File: src/rtl/mod_reduce_sched.sv
// Round-robin scheduler sharing one non-stallable mod-p reduction pipeline between requesters.
// Optional statistics counters are compiled in when SCHED_STATS_EN is defined.
module mod_reduce_sched #(
    parameter int unsigned NUM_REQ    = 4,
    parameter int unsigned ID_W       = 2,
    parameter int unsigned PIPE_LAT   = 5,
    parameter int unsigned FIFO_DEPTH = 8
) (
    input  logic                     clk,
    input  logic                     reset,
    input  logic [NUM_REQ-1:0]       req_valid,
    input  logic [NUM_REQ*261-1:0]   req_data,
    output logic [NUM_REQ-1:0]       req_ready,
    output logic [260:0]             pipe_x,
    input  logic [255:0]             pipe_o,
    output logic                     rsp_valid,
    input  logic                     rsp_ready,
    output logic [255:0]             rsp_data,
    output logic [ID_W-1:0]          rsp_id
`ifdef SCHED_STATS_EN
    ,
    output logic [31:0]              stat_issued,
    output logic [31:0]              stat_stall
`endif
);

    localparam int unsigned X_W   = 261;
    localparam int unsigned D_W   = 256;
    localparam int unsigned PTR_W = $clog2(FIFO_DEPTH);
    localparam int unsigned OCC_W = PTR_W + 1;

    logic [ID_W-1:0]  rr_ptr;
    logic [ID_W-1:0]  grant;
    logic             any_valid;
    logic             issue;
    logic             pop;
    logic             full;
    logic [OCC_W-1:0] occ;

    logic [PIPE_LAT-1:0] tag_v;
    logic [ID_W-1:0]     tag_id [PIPE_LAT];

    logic             cap_v;
    logic [D_W-1:0]   cap_data;
    logic [ID_W-1:0]  cap_id;

    logic [D_W-1:0]   mem_data [FIFO_DEPTH];
    logic [ID_W-1:0]  mem_id   [FIFO_DEPTH];
    logic [PTR_W:0]   wr_ptr;
    logic [PTR_W:0]   rd_ptr;
    logic [PTR_W-1:0] rd_idx;
    logic [D_W-1:0]   hold_data;
    logic [ID_W-1:0]  hold_id;

    // Round-robin search starting at rr_ptr, wrapping at NUM_REQ.
    always_comb begin
        logic [ID_W-1:0] idx;
        logic            found;
        grant = '0;
        found = 1'b0;
        idx   = '0;
        for (int unsigned i = 0; i < NUM_REQ; i++) begin
            idx = ID_W'((32'(rr_ptr) + i) % NUM_REQ);
            if (!found && req_valid[idx]) begin
                found = 1'b1;
                grant = idx;
            end
        end
    end

    assign any_valid = |req_valid;
    // Credit check: every issued operand owns a FIFO slot until it is consumed.
    assign issue     = reset && any_valid && (occ < OCC_W'(FIFO_DEPTH));
    assign req_ready = issue ? (NUM_REQ'(1) << grant) : '0;

    always_comb begin
        pipe_x = '0;
        for (int unsigned i = 0; i < NUM_REQ; i++) begin
            if (issue && (grant == ID_W'(i))) begin
                pipe_x = req_data[i*X_W +: X_W];
            end
        end
    end

    assign rd_idx    = rd_ptr[PTR_W-1:0];
    assign rsp_valid = (wr_ptr != rd_ptr);
    assign full      = (wr_ptr[PTR_W] != rd_ptr[PTR_W]) &&
                       (wr_ptr[PTR_W-1:0] == rd_ptr[PTR_W-1:0]);
    assign pop       = rsp_valid && rsp_ready;
    // Show-ahead head; the last popped entry is held while empty.
    assign rsp_data  = rsp_valid ? mem_data[rd_idx] : hold_data;
    assign rsp_id    = rsp_valid ? mem_id[rd_idx]   : hold_id;

    always_ff @(posedge clk or negedge reset) begin
        if (!reset) begin
            rr_ptr <= '0;
            occ    <= '0;
        end else begin
            if (issue) begin
                rr_ptr <= (grant == ID_W'(NUM_REQ - 1)) ? '0 : grant + ID_W'(1);
            end
            if (issue && !pop) begin
                occ <= occ + OCC_W'(1);
            end else if (!issue && pop) begin
                occ <= occ - OCC_W'(1);
            end
        end
    end

    // Tag pipe mirrors the reducer; the capture stage aligns pipe_o with its tag.
    always_ff @(posedge clk or negedge reset) begin
        if (!reset) begin
            tag_v    <= '0;
            cap_v    <= 1'b0;
            cap_data <= '0;
            cap_id   <= '0;
            for (int unsigned k = 0; k < PIPE_LAT; k++) begin
                tag_id[k] <= '0;
            end
        end else begin
            tag_v     <= {tag_v[PIPE_LAT-2:0], issue};
            tag_id[0] <= grant;
            for (int unsigned k = 1; k < PIPE_LAT; k++) begin
                tag_id[k] <= tag_id[k-1];
            end
            cap_v <= tag_v[PIPE_LAT-1];
            if (tag_v[PIPE_LAT-1]) begin
                cap_data <= pipe_o;
                cap_id   <= tag_id[PIPE_LAT-1];
            end
        end
    end

    always_ff @(posedge clk) begin
        if (cap_v) begin
            mem_data[wr_ptr[PTR_W-1:0]] <= cap_data;
            mem_id[wr_ptr[PTR_W-1:0]]   <= cap_id;
        end
    end

    always_ff @(posedge clk or negedge reset) begin
        if (!reset) begin
            wr_ptr    <= '0;
            rd_ptr    <= '0;
            hold_data <= '0;
            hold_id   <= '0;
        end else begin
            if (cap_v) begin
                wr_ptr <= wr_ptr + (PTR_W+1)'(1);
            end
            if (pop) begin
                rd_ptr    <= rd_ptr + (PTR_W+1)'(1);
                hold_data <= mem_data[rd_idx];
                hold_id   <= mem_id[rd_idx];
            end
        end
    end

    // A write into a full FIFO without a simultaneous read would lose a result.
    a_no_overflow: assert property (@(posedge clk) disable iff (!reset) !(cap_v && full && !pop));

`ifdef SCHED_STATS_EN
    always_ff @(posedge clk or negedge reset) begin
        if (!reset) begin
            stat_issued <= '0;
            stat_stall  <= '0;
        end else begin
            if (issue && (stat_issued != '1)) begin
                stat_issued <= stat_issued + 32'd1;
            end
            if (any_valid && (occ == OCC_W'(FIFO_DEPTH)) && (stat_stall != '1)) begin
                stat_stall <= stat_stall + 32'd1;
            end
        end
    end
`endif

endmodule

File: config.mk
export PLATFORM = sky130hd
export DESIGN_NAME = mod_reduce_sched
export DESIGN_NICKNAME = d
export VERILOG_FILES = /design/src/rtl/mod_reduce_sched.sv
export SDC_FILE = /design/constraint.sdc
export NUM_CORES = 2
export LEC_CHECK = 0
export ABC_AREA = 1
export BUFFER_PORTS_ARGS = -buffer_cell sky130_fd_sc_hd__buf_2
export CORE_AREA = 2 2 722 724
export CTS_CLUSTER_DIAMETER = 100
export DETAILED_ROUTE_END_ITERATION = 8
export DIE_AREA = 0 0 724 726
export PLACE_DENSITY = 0.47
export RECOVER_POWER = 25
export SYNTH_ARGS = -nofsm -noshare
export SYNTH_HDL_FRONTEND = slang
export SYNTH_SLANG_ARGS = --single-unit
File: constraint.sdc
create_clock -name clk -period 18.93 [get_ports clk]
set_input_delay 0.9465 -clock clk [delete_from_list [all_inputs] [get_ports clk]]
set_output_delay 0.9465 -clock clk [all_outputs]
set_load 0.02 [all_outputs]
==> impl_results.md <==
* Syn_nets at approximately 12000
* Worst vdd ir at between 0.0001 and 0.00015 V
* Worst r2r dst: hold_data[79]
* Die ar. at around 0.53 mm²
* Die Y at ~730 µm
* FF+latch count, synth at 2610
* GRT Resource Usage Total at between 20% and 30%
* Layout Cells excl Fill at 20700
* Fin nets at 13900
* DPL Wire Length at 574000 µm
* Final hold vios at 0
* Leakage at ~56 nW
* Initial DRC Count at 8946
* CTS tree: yes
* Initial antenna violation count at between 700 and 800
* Gr ovfl total at 0
* Worst R2R Start: rd_ptr[0]
* Hold endpoint: cap_data[101]
* Routed wire length at 759000 µm
* Synth area leaders: edfxtp_1 55%, dfrtp_1 12%, nand2_1 7.9%
* Fill cells at around 56000
* Gpl congestion at 1.16
* Synth Cell Area at around 0.11 mm²
* CTS Root Cell: clkbuf_16
* P&R area growth vs syn at 25.1%
* Critical path's largest stage delay at 1.39 ns
* Type of the tightest min-delay check: primary input to flip-flop
* Status: finished, violations left
* Logic pwr share at 49.2%
* Sw Pwr at approximately 14 mW
* Slew @ Worst Pin at between 2 and 2.5 ns
* RSZ-0062 raised after global routing: no
* Reg power frac at a little under a third
* Rows at approximately 270
* Family with the most delay on the worst path: buffers and inverters
* Worst EP required at about 18 ns
* Vias in the first global route at approximately 84000
* Final Max Tran Viols at 15
* First-pass GRT wire length at roughly 950000 µm
* Depth of the worst register-to-register path at 11
* Cell-internal power at approximately 15 mW
* Mapped Cells at 11000
* Power Density at around 210 mW/mm²
* Failing checks: max-capacitance violations, max-slew violations
* Via count at about 94000
* Critical path buffers and inverters at 9
* Synth cell types at 28
* Max-Cap Viols at 4
* Share of cells above drive strength 1 at 21.7%
* Setup CP Type: primary input to output port
* # DRC at 0
* Most used cell, CP: buf_4
* Placed cells at between 15000 and 20000
* Mapped Avg Cell Area at a little over 10 µm²
* Worst rel slew slack at -35.1%
* Core Region at between 0.5 and 0.6 mm²
* Final period util at between 50% and 60%
* CTS sink cnt at roughly 2600
* CP startpoint kind: primary input
* Port Buf Inserts at 1830
* Largest net degree at the start of global routing at just over 200
* FF+latch area at 0.0757 mm²
* CTS Buf Count at between 300 and 400
* Yosys top cell by area: edfxtp_1
* Fmax at between 100 and 150 MHz
* Clock-pin slew on the worst setup and hold paths at approximately 0.06 ns
* Synth top area share at between 50% and 60%
* Minimum clock period at a little under 10 ns
* Clk pwr share at roughly 20%
* Post-CTS Setup Bufs at 0
* Initial core utilization at 21.9%
* Worst-path cell chain: dlygate4sd3_1 -> clkbuf_1 -> inv_1 -> nor2_1 -> nand2_2 -> nor2_4 -> buf_4 -> buf_4 -> buf_4 -> buf_4 -> buf_4 -> nand2_1 -> nand2_1 -> a21oi_1 -> nor2_1 -> buf_2
* Final setup TNS at 0 ns
* Die width at between 700 and 800 µm
* Worst Skew at about 0.083 ns
* Vias per Instance at 4.55
* Final setup viols at 0
* H-tree depth at 5
* Ports at between 1500 and 2000
* R2R Setup Slk at around 13 ns
* Clk_lat worst skew at approximately 0.9 ns
* Critical Path AT at 8.69 ns
* Critical Path Sink Type: output port
* Critical path fanouts, max at 47
* Warnings, synthesis at 0
* Slowest cell on the critical path: clkbuf_1
* DRT antenna net count at 0
* First drt pass iteration count at 5
* Min-Delay Startpoint: pipe_o[101]
* Net Sw Frac at between 40% and 50%
* Sequential area share after synthesis at between 60% and 70%
* Multi-input combinational cell area at about 0.033 mm²
* Crit path depth at 16
* Routed len/inst at approximately 37 µm
* Maximum clock path buffer count at 4
* Hold Path Cell Cnt at 2
==> Yosys cell counts (all sizes together) <==
library cell	count
dfrtp	546
or2	1
nand2	2397
a21oi	262
fa	1
clkbuf	288
xor2	10
nor2	2090
edfxtp	2064
o21ai	2069
ha	9
clkinv	1
inv	279
buf	455
xnor2	3
mux2	258
a21o	1
a32oi	1
nand3	267
==> layout make-up <==
class,instances,share of cell area (%)
Sequential cell,2610,53.3
Timing Repair Buffer,2038,7.75
Clock buffer,411,5.97
Clock inverter,151,1.07
Antenna cell,933,1.64
Inverter,280,0.773
Multi-Input combinational cell,7369,23.4
Tap cell,6942,6.12
==> metrics by stage <==
| step | total power, mW | area [µm²] | worst slack, ns | util [%] | hold slack (ns) |
|---|---|---|---|---|---|
| after floorplan | 16.3 | 113000 | 6.60 | - | 0.331 |
| after global placement | 23.2 | 129000 | 10.83 | 25.0 | 0.335 |
| after detailed placement | 23.2 | 129000 | 11.03 | 25.0 | 0.335 |
| after CTS | 29.2 | 139000 | 10.40 | 26.9 | 0.173 |
| after global routing | 30.6 | 141000 | 9.10 | 27.3 | 0.213 |
| final | 29.2 | 142000 | 9.29 | 27.4 | 0.271 |
==> timing repair <==
item,CTS,global route
endpoints found under the hold margin,6,0
hold buffers,1,0
resized for setup,0,0
==> cells by family after synthesis <==
logic type,Yosys count,share of synthesized area [%]
and+or+nand+nor,4755,16.1
DFF,2610,66.7
AOI/OAI and AO/OA,2333,10.3
buffers and inverters,1023,4.19
muxes,258,2.56
xor gates and xnor gates,13,0.100
adders and majority gates,10,0.117
==> power groups by stage <==
stage                     Combinational, mW  Clock (mW)  Sequential, mW
final                                  14.4        5.90            8.94
after global placement                 14.1           0            9.06
after CTS                              14.2        6.04            8.97
after global routing                   15.2        6.25            9.13
after detailed placement               14.1           0            9.08
after floorplan                        7.44           0            8.85
==> cell usage in the layout, fill, tap and decap left out, types with 262 or more instances in the layout <==
cell type     n
nand3_1     267
inv_1       274
dfrtp_1     542
clkbuf_16   311
o21ai_0     954
o21ai_1    1115
nand2_1    2393
nor2_1     2065
edfxtp_1   2064
diode_2     933
buf_2      1829
a21oi_1     262
==> worst max path at each step <==
| stage | start | to | slack (ns) |
|---|---|---|---|
| finish | reset | pipe_x[196] | 9.29 |
| global route | reset | pipe_x[196] | 9.10 |
| CTS | rr_ptr[0] | pipe_x[206] | 10.40 |
| detailed placement | req_valid[3] | pipe_x[206] | 11.03 |
| global placement | req_valid[1] | pipe_x[206] | 10.83 |
| floorplan | wr_ptr[0] | mem_data[0][0] | 6.60 |
==> state kept, by name, indices dropped and copies added (netlist names) <==
signal and cells:
mem_data 2048, cap_data 256, hold_data 256, mem_id 16, tag_id 10, tag_v 5, occ 4, rd_ptr 4
wr_ptr 4, cap_id 2, hold_id 2, rr_ptr 2, cap_v 1
==> metal layers <==
metal / up-vias / GRT usage [%] / part of all wire, %
met5: - / 0 / 0.14
met3: 1546 / 9.06 / 7.9
met4: 154 / 19.2 / 7.4
met1: 47100 / 34.0 / 40
met2: 3784 / 41.9 / 44
li1: 41700 / - / -
No activity file was read; power rests on OpenSTA's default activity.
